===== src/rtl/ssd1306_cmd_controller.sv =====
// rtl/ssd1306_cmd_controller.sv - SSD1306 command decoder driving a 128x64 bitmap RAM and display config
module ssd1306_cmd_controller (
    input  logic       Clock,
    input  logic       Reset,
    input  logic       ByteValid_i,
    input  logic [7:0] Byte_i,
    input  logic       DC_i,
    input  logic       TransmissionStart_i,
    output logic       WriteEnable_o,
    output logic [9:0] WriteAddress_o,
    output logic [7:0] WriteData_o,
    output logic       DisplayOn_o,
    output logic       Invert_o,
    output logic [7:0] Contrast_o
);

    typedef enum logic [1:0] {S_CMD = 2'd0, S_ARG1 = 2'd1, S_ARG2 = 2'd2} state_t;

    state_t     state, state_next, cur_state;
    logic [7:0] opcode, opcode_next;
    logic [6:0] arg1, arg1_next;
    logic [6:0] column, column_next, col_start, col_start_next, col_end, col_end_next;
    logic [2:0] page, page_next, page_start, page_start_next, page_end, page_end_next;
    logic [1:0] mode, mode_next;
    logic       we_next, display_next, invert_next;
    logic [9:0] waddr_next;
    logic [7:0] wdata_next, contrast_next;

    function automatic logic takes_arg(input logic [7:0] op);
        case (op)
            8'h20, 8'h21, 8'h22, 8'h81, 8'h8D, 8'hA8,
            8'hD3, 8'hD5, 8'hD9, 8'hDA, 8'hDB: takes_arg = 1'b1;
            default:                           takes_arg = 1'b0;
        endcase
    endfunction

    // A chip-select start aborts any pending command before this cycle's byte is decoded
    assign cur_state = TransmissionStart_i ? S_CMD : state;

    always_ff @(posedge Clock or posedge Reset) begin
        if (Reset) begin
            state          <= S_CMD;
            opcode         <= 8'h00;
            arg1           <= 7'd0;
            column         <= 7'd0;
            page           <= 3'd0;
            col_start      <= 7'd0;
            col_end        <= 7'd127;
            page_start     <= 3'd0;
            page_end       <= 3'd7;
            mode           <= 2'b10;
            WriteEnable_o  <= 1'b0;
            WriteAddress_o <= 10'd0;
            WriteData_o    <= 8'h00;
            DisplayOn_o    <= 1'b0;
            Invert_o       <= 1'b0;
            Contrast_o     <= 8'h7F;
        end else begin
            state          <= state_next;
            opcode         <= opcode_next;
            arg1           <= arg1_next;
            column         <= column_next;
            page           <= page_next;
            col_start      <= col_start_next;
            col_end        <= col_end_next;
            page_start     <= page_start_next;
            page_end       <= page_end_next;
            mode           <= mode_next;
            WriteEnable_o  <= we_next;
            WriteAddress_o <= waddr_next;
            WriteData_o    <= wdata_next;
            DisplayOn_o    <= display_next;
            Invert_o       <= invert_next;
            Contrast_o     <= contrast_next;
        end
    end

    always_comb begin
        state_next  = cur_state;
        opcode_next = opcode;
        if (ByteValid_i) begin
            if (DC_i) begin
                state_next = S_CMD;
            end else begin
                case (cur_state)
                    S_CMD: begin
                        if (takes_arg(Byte_i)) begin
                            state_next  = S_ARG1;
                            opcode_next = Byte_i;
                        end
                    end
                    S_ARG1:  state_next = (opcode == 8'h21 || opcode == 8'h22) ? S_ARG2 : S_CMD;
                    default: state_next = S_CMD;
                endcase
            end
        end
    end

    always_comb begin
        arg1_next       = arg1;
        column_next     = column;
        page_next       = page;
        col_start_next  = col_start;
        col_end_next    = col_end;
        page_start_next = page_start;
        page_end_next   = page_end;
        mode_next       = mode;
        we_next         = 1'b0;
        waddr_next      = WriteAddress_o;
        wdata_next      = WriteData_o;
        display_next    = DisplayOn_o;
        invert_next     = Invert_o;
        contrast_next   = Contrast_o;
        if (ByteValid_i && DC_i) begin
            we_next    = 1'b1;
            waddr_next = {page, column};
            wdata_next = Byte_i;
            case (mode)
                2'b00: begin
                    if (column == col_end) begin
                        column_next = col_start;
                        page_next   = (page == page_end) ? page_start : page + 3'd1;
                    end else begin
                        column_next = column + 7'd1;
                    end
                end
                2'b01: begin
                    if (page == page_end) begin
                        page_next   = page_start;
                        column_next = (column == col_end) ? col_start : column + 7'd1;
                    end else begin
                        page_next = page + 3'd1;
                    end
                end
                default: column_next = column + 7'd1;
            endcase
        end else if (ByteValid_i) begin
            case (cur_state)
                S_CMD: begin
                    if (Byte_i[7:4] == 4'h0)             column_next[3:0] = Byte_i[3:0];
                    else if (Byte_i[7:3] == 5'b00010)    column_next[6:4] = Byte_i[2:0];
                    else if (Byte_i[7:3] == 5'b10110)    page_next        = Byte_i[2:0];
                    else if (Byte_i[7:1] == 7'b1010011)  invert_next      = Byte_i[0];
                    else if (Byte_i[7:1] == 7'b1010111)  display_next     = Byte_i[0];
                end
                S_ARG1: begin
                    case (opcode)
                        8'h20:        if (Byte_i[1:0] != 2'b11) mode_next = Byte_i[1:0];
                        8'h81:        contrast_next = Byte_i;
                        8'h21, 8'h22: arg1_next = Byte_i[6:0];
                        default:      ;
                    endcase
                end
                default: begin
                    // Range commands commit both bounds together on the second argument
                    if (opcode == 8'h21) begin
                        col_start_next = arg1;
                        col_end_next   = Byte_i[6:0];
                        column_next    = arg1;
                    end else if (opcode == 8'h22) begin
                        page_start_next = arg1[2:0];
                        page_end_next   = Byte_i[2:0];
                        page_next       = arg1[2:0];
                    end
                end
            endcase
        end
    end

endmodule


===== config.mk =====
export PLATFORM = sky130hd
export DESIGN_NAME = ssd1306_cmd_controller
export DESIGN_NICKNAME = d
export VERILOG_FILES = /design/src/rtl/ssd1306_cmd_controller.sv
export SDC_FILE = /design/constraint.sdc
export NUM_CORES = 1
export LEC_CHECK = 0
export ABC_CLOCK_PERIOD_IN_PS = 5400
export BUFFER_PORTS_ARGS = -buffer_cell sky130_fd_sc_hd__buf_2
export CORE_AREA = 2 2 82 84
export CTS_CLUSTER_SIZE = 12
export DETAILED_ROUTE_END_ITERATION = 8
export DIE_AREA = 0 0 84 86
export PLACE_DENSITY = 0.94
export SETUP_SLACK_MARGIN = 0.4
export SYNTH_ARGS = -nofsm -noshare
export SYNTH_HDL_FRONTEND = slang
export SYNTH_SLANG_ARGS = --single-unit

===== constraint.sdc =====
create_clock -name Clock -period 5.4 [get_ports Clock]
set_clock_uncertainty 0.05 [all_clocks]
set_input_delay 0.81 -clock Clock [delete_from_list [all_inputs] [get_ports Clock]]
set_output_delay 0.81 -clock Clock [all_outputs]
set_load 0.02 [all_outputs]

==> results.tsv <==
stage	metric	value	unit
status	run_status	complete, no violations	
pwr	power_switching_share	0.329	
drt	drtIter0Drc	288	
min_path	hold_class	register to register	
sta	worst_pin_slew	1.02	ns
sta	rsz0062_at_grt	no	
sta	slew_headroom	0.322	
finish	fin_area	4330	um^2
die	die_h	86	um
synthesis	synthesis.nets	387	
die	dieArea	7220	um^2
sta	hold_viol	0	
synthesis	synthFlopType	dfrtp_1	
sta	timing.final.ws_setup	2.97	ns
synthesis	syn_avg_cell_area	10.5	um^2
placed_design	io_buffers	41	
drt	ant_nets	0	
die	num_rows	29	
synthesis	netlist_top_cells_count	72 x nand2_1, 60 x dfrtp_1, 36 x mux2_1	
clock_tree	cts-root-buf	clkbuf_8	
pwr	p_sw	0.000485	W
clock_tree	clock_path_buffers	2	
clock_tree	ctsResizeCount	0	
synthesis	synth_mux_area_frac	0.115	
sta	final_max_slew_viol_count	0	
synthesis	ys_warn_count	0	
finish	num_antenna_cells	0	
worst_setup_path	path_class	input port to register	
finish	syn_to_final_growth	10.8	%
clock_tree	post-cts-setup-buffers	0	
synthesis	synthCells	372	
worst_setup_path	crit_arrival	2.64	ns
clock_tree	cts_inserted_buffers	9	
finish	fill_cells	468	
synthesis	yosys.area_share.adder	0.00640	
pwr	power.density	340	nW/um^2
global_route	grtUsageTotal	0.266	
synthesis	netlist_area	3910	um^2
drt	via_count	3053	
finish	fin_nets	419	
placed_design	dp_hpwl	6.18	mm
synthesis	synth_compound_area_frac	0.133	
global_route	gr-total-overflow	0	
finish	layout-drive-gt1-share	0.225	
sta	fin_crit	2.43	ns
drt	wl	8.91	mm
synthesis	synth_top_area_frac	0.384	
synthesis	synth_area_leaders	dfrtp_1 38%, dfstp_2 12%, mux2_1 10%	
flow_run	cap_violations	0	
worst_setup_path	critPathCaptureType	register	
die	io_pins	42	
die	die_w	84	um
die	core-area	6280	um^2
synthesis	synth_top_family_by_area	simple AND/OR/NAND/NOR gates	
synthesis	synth-seq-area-share	0.505	
pwr	p_int	0.000989	W
synthesis	synth_xor_area_frac	0.0336	
worst_setup_path	required	5.60	ns
pwr	p_leak	2.05	nW
pwr	seqPwrFrac	0.483	
sta	max_freq	0.411	GHz
global_route	antenna_found_initial	0	
clock_tree	hold_buffers	0	
pwr	clkPwrFrac	0.309	
pwr	irDropWorstVdd	0.000253	V
global_route	grt_pass1_wl	15.1	mm
finish	final_cells	486	
sta	setup_viol	0	
synthesis	synthArstFlopShare	1.00	
drt	drc	0	
global_route	first_global_vias	3089	
clock_tree	clk_latency	0.37	ns
placed_design	gp_congestion	0.870	
clock_tree	h-tree-depth	3	
die	start_util	0.623	
pwr	combinationalPowerShare	0.209	
worst_setup_path	crit_fanout	12	
sta	fin_crit_sh	0.451	
synthesis	synth-seq-cells	78	
placed_design	placed_area	4130	um^2
placed_design	dpl_worst_slack	2.59	ns
synthesis	synth_simple_gate_area_share	0.171	
synthesis	synth_top_cell_by_area	dfrtp_1	
pwr	fin_total_pwr	0.00147	W
drt	firstDrtPassIters	5	
clock_tree	cts_tree	yes	
clock_tree	cts.sinks	78	
worst_setup_path	cp-start-kind	input port	
drt	avgRoutedWirePerCell	18.3	um
placed_design	post-place-cells	470	
synthesis	synth_edf_count	0	
global_route	grt_max_degree	79	
sta	finalSetupTns	0	ns
clock_tree	clkTransAtPathRegs	0.09	ns
synthesis	synth.most_common_cell	nand2_1	
drt	via_per_inst	6.28	
synthesis	synth_cell_types	65	
## registers in the layout, summed over array words and instances (netlist names), 7 cells and up
| register | cells |
|---|---|
| WriteData_o | 8 |
| opcode | 8 |
| col_end | 7 |
| col_start | 7 |
| WriteAddress_o | 10 |
| Contrast_o | 8 |
| column | 7 |
| arg1 | 7 |
## cell families (layout without fill, tap and decap cells)
kind of cell	Yosys count	after routing
flops	78	78
xor+xnor	15	15
mux	40	40
buf+inv	33	70
compound gates	73	73
fa+ha+maj	2	2
simple gates	131	131
## worst paths after layout
| check | startpoint | endpoint | slack (ns) | cells past startpoint |
|---|---|---|---|---|
| max in group asynchronous | Reset | col_start[5] | 4.00 | 3 |
| max reg2reg | state[1] | opcode[6] | 3.05 | 4 |
| min | WriteAddress_o[5] | WriteAddress_o[5] | 0.43 | 2 |
| min in group asynchronous | Reset | WriteAddress_o[8] | 0.68 | 3 |
| min reg2reg | WriteAddress_o[5] | WriteAddress_o[5] | 0.43 | 2 |
| max | Byte_i[5] | opcode[6] | 2.97 | 6 |
## power by group through the flow
stage | sequential (W) | combinational (W) | clock [W]
2_1_floorplan | 0.000738 | 0.000204 | 0
3_3_place_gp | 0.000716 | 0.000291 | 0
3_5_place_dp | 0.000721 | 0.000306 | 0
4_1_cts | 0.000710 | 0.000307 | 0.000458
5_1_grt | 0.000720 | 0.000337 | 0.000484
6_report | 0.000711 | 0.000307 | 0.000455
## cell type report
class                   count  area, um^2  share of cell area
clock buffers               9         124              0.0286
flip-flops and latches     78        1970               0.456
inverters                  11        41.3             0.00953
well taps                  77        96.3              0.0222
multi-input cells         261        1790               0.414
repair buffers             43         220              0.0509
clock inverters             7        81.3              0.0188
## placed cells by master (no fill, tap or decap), drive strengths merged, types with 3 or more instances in the layout
master,netlist,routed
a211oi,6,6
a21oi,10,10
a31oi,4,4
and3,4,4
buf,5,43
clkbuf,17,9
clkinv,0,3
dfrtp,60,60
dfstp,18,18
inv,11,13
mux2,37,37
mux2i,3,3
nand2,72,72
nand2b,3,3
nand3,13,13
nand4,6,6
nor2,7,7
nor3,5,5
nor4b,4,4
o211ai,3,3
o21a,3,3
o21ai,22,22
o311ai,3,3
o31ai,4,4
or3,3,3
or3b,3,3
xnor2,12,12
xor2,3,3
## routing by layer
| metal | GRT usage | wire length (um) | vias up |
|---|---|---|---|
| met5 | 0 | 0 | - |
| met4 | 0.125 | 195 | 0 |
| met3 | 0.0472 | 546 | 19 |
| met2 | 0.433 | 4340 | 134 |
| met1 | 0.348 | 3820 | 1509 |
| li1 | - | - | 1391 |
## critical path, stage by stage
cell and delay (ns):
buf_2 0.23, nor3b_2 0.38, o2bb2ai_1 0.17, o2111ai_1 0.25
a21oi_2 0.43, mux2_1 0.37
## metrics by stage
stage / util / hold slack (ns)
after floorplan: - / 0.407
after global placement: 0.657 / 0.403
after detailed placement: 0.657 / 0.406
after CTS: 0.690 / 0.429
after global routing: 0.690 / 0.442
final: 0.690 / 0.430
(Power assumes the default switching activity.)
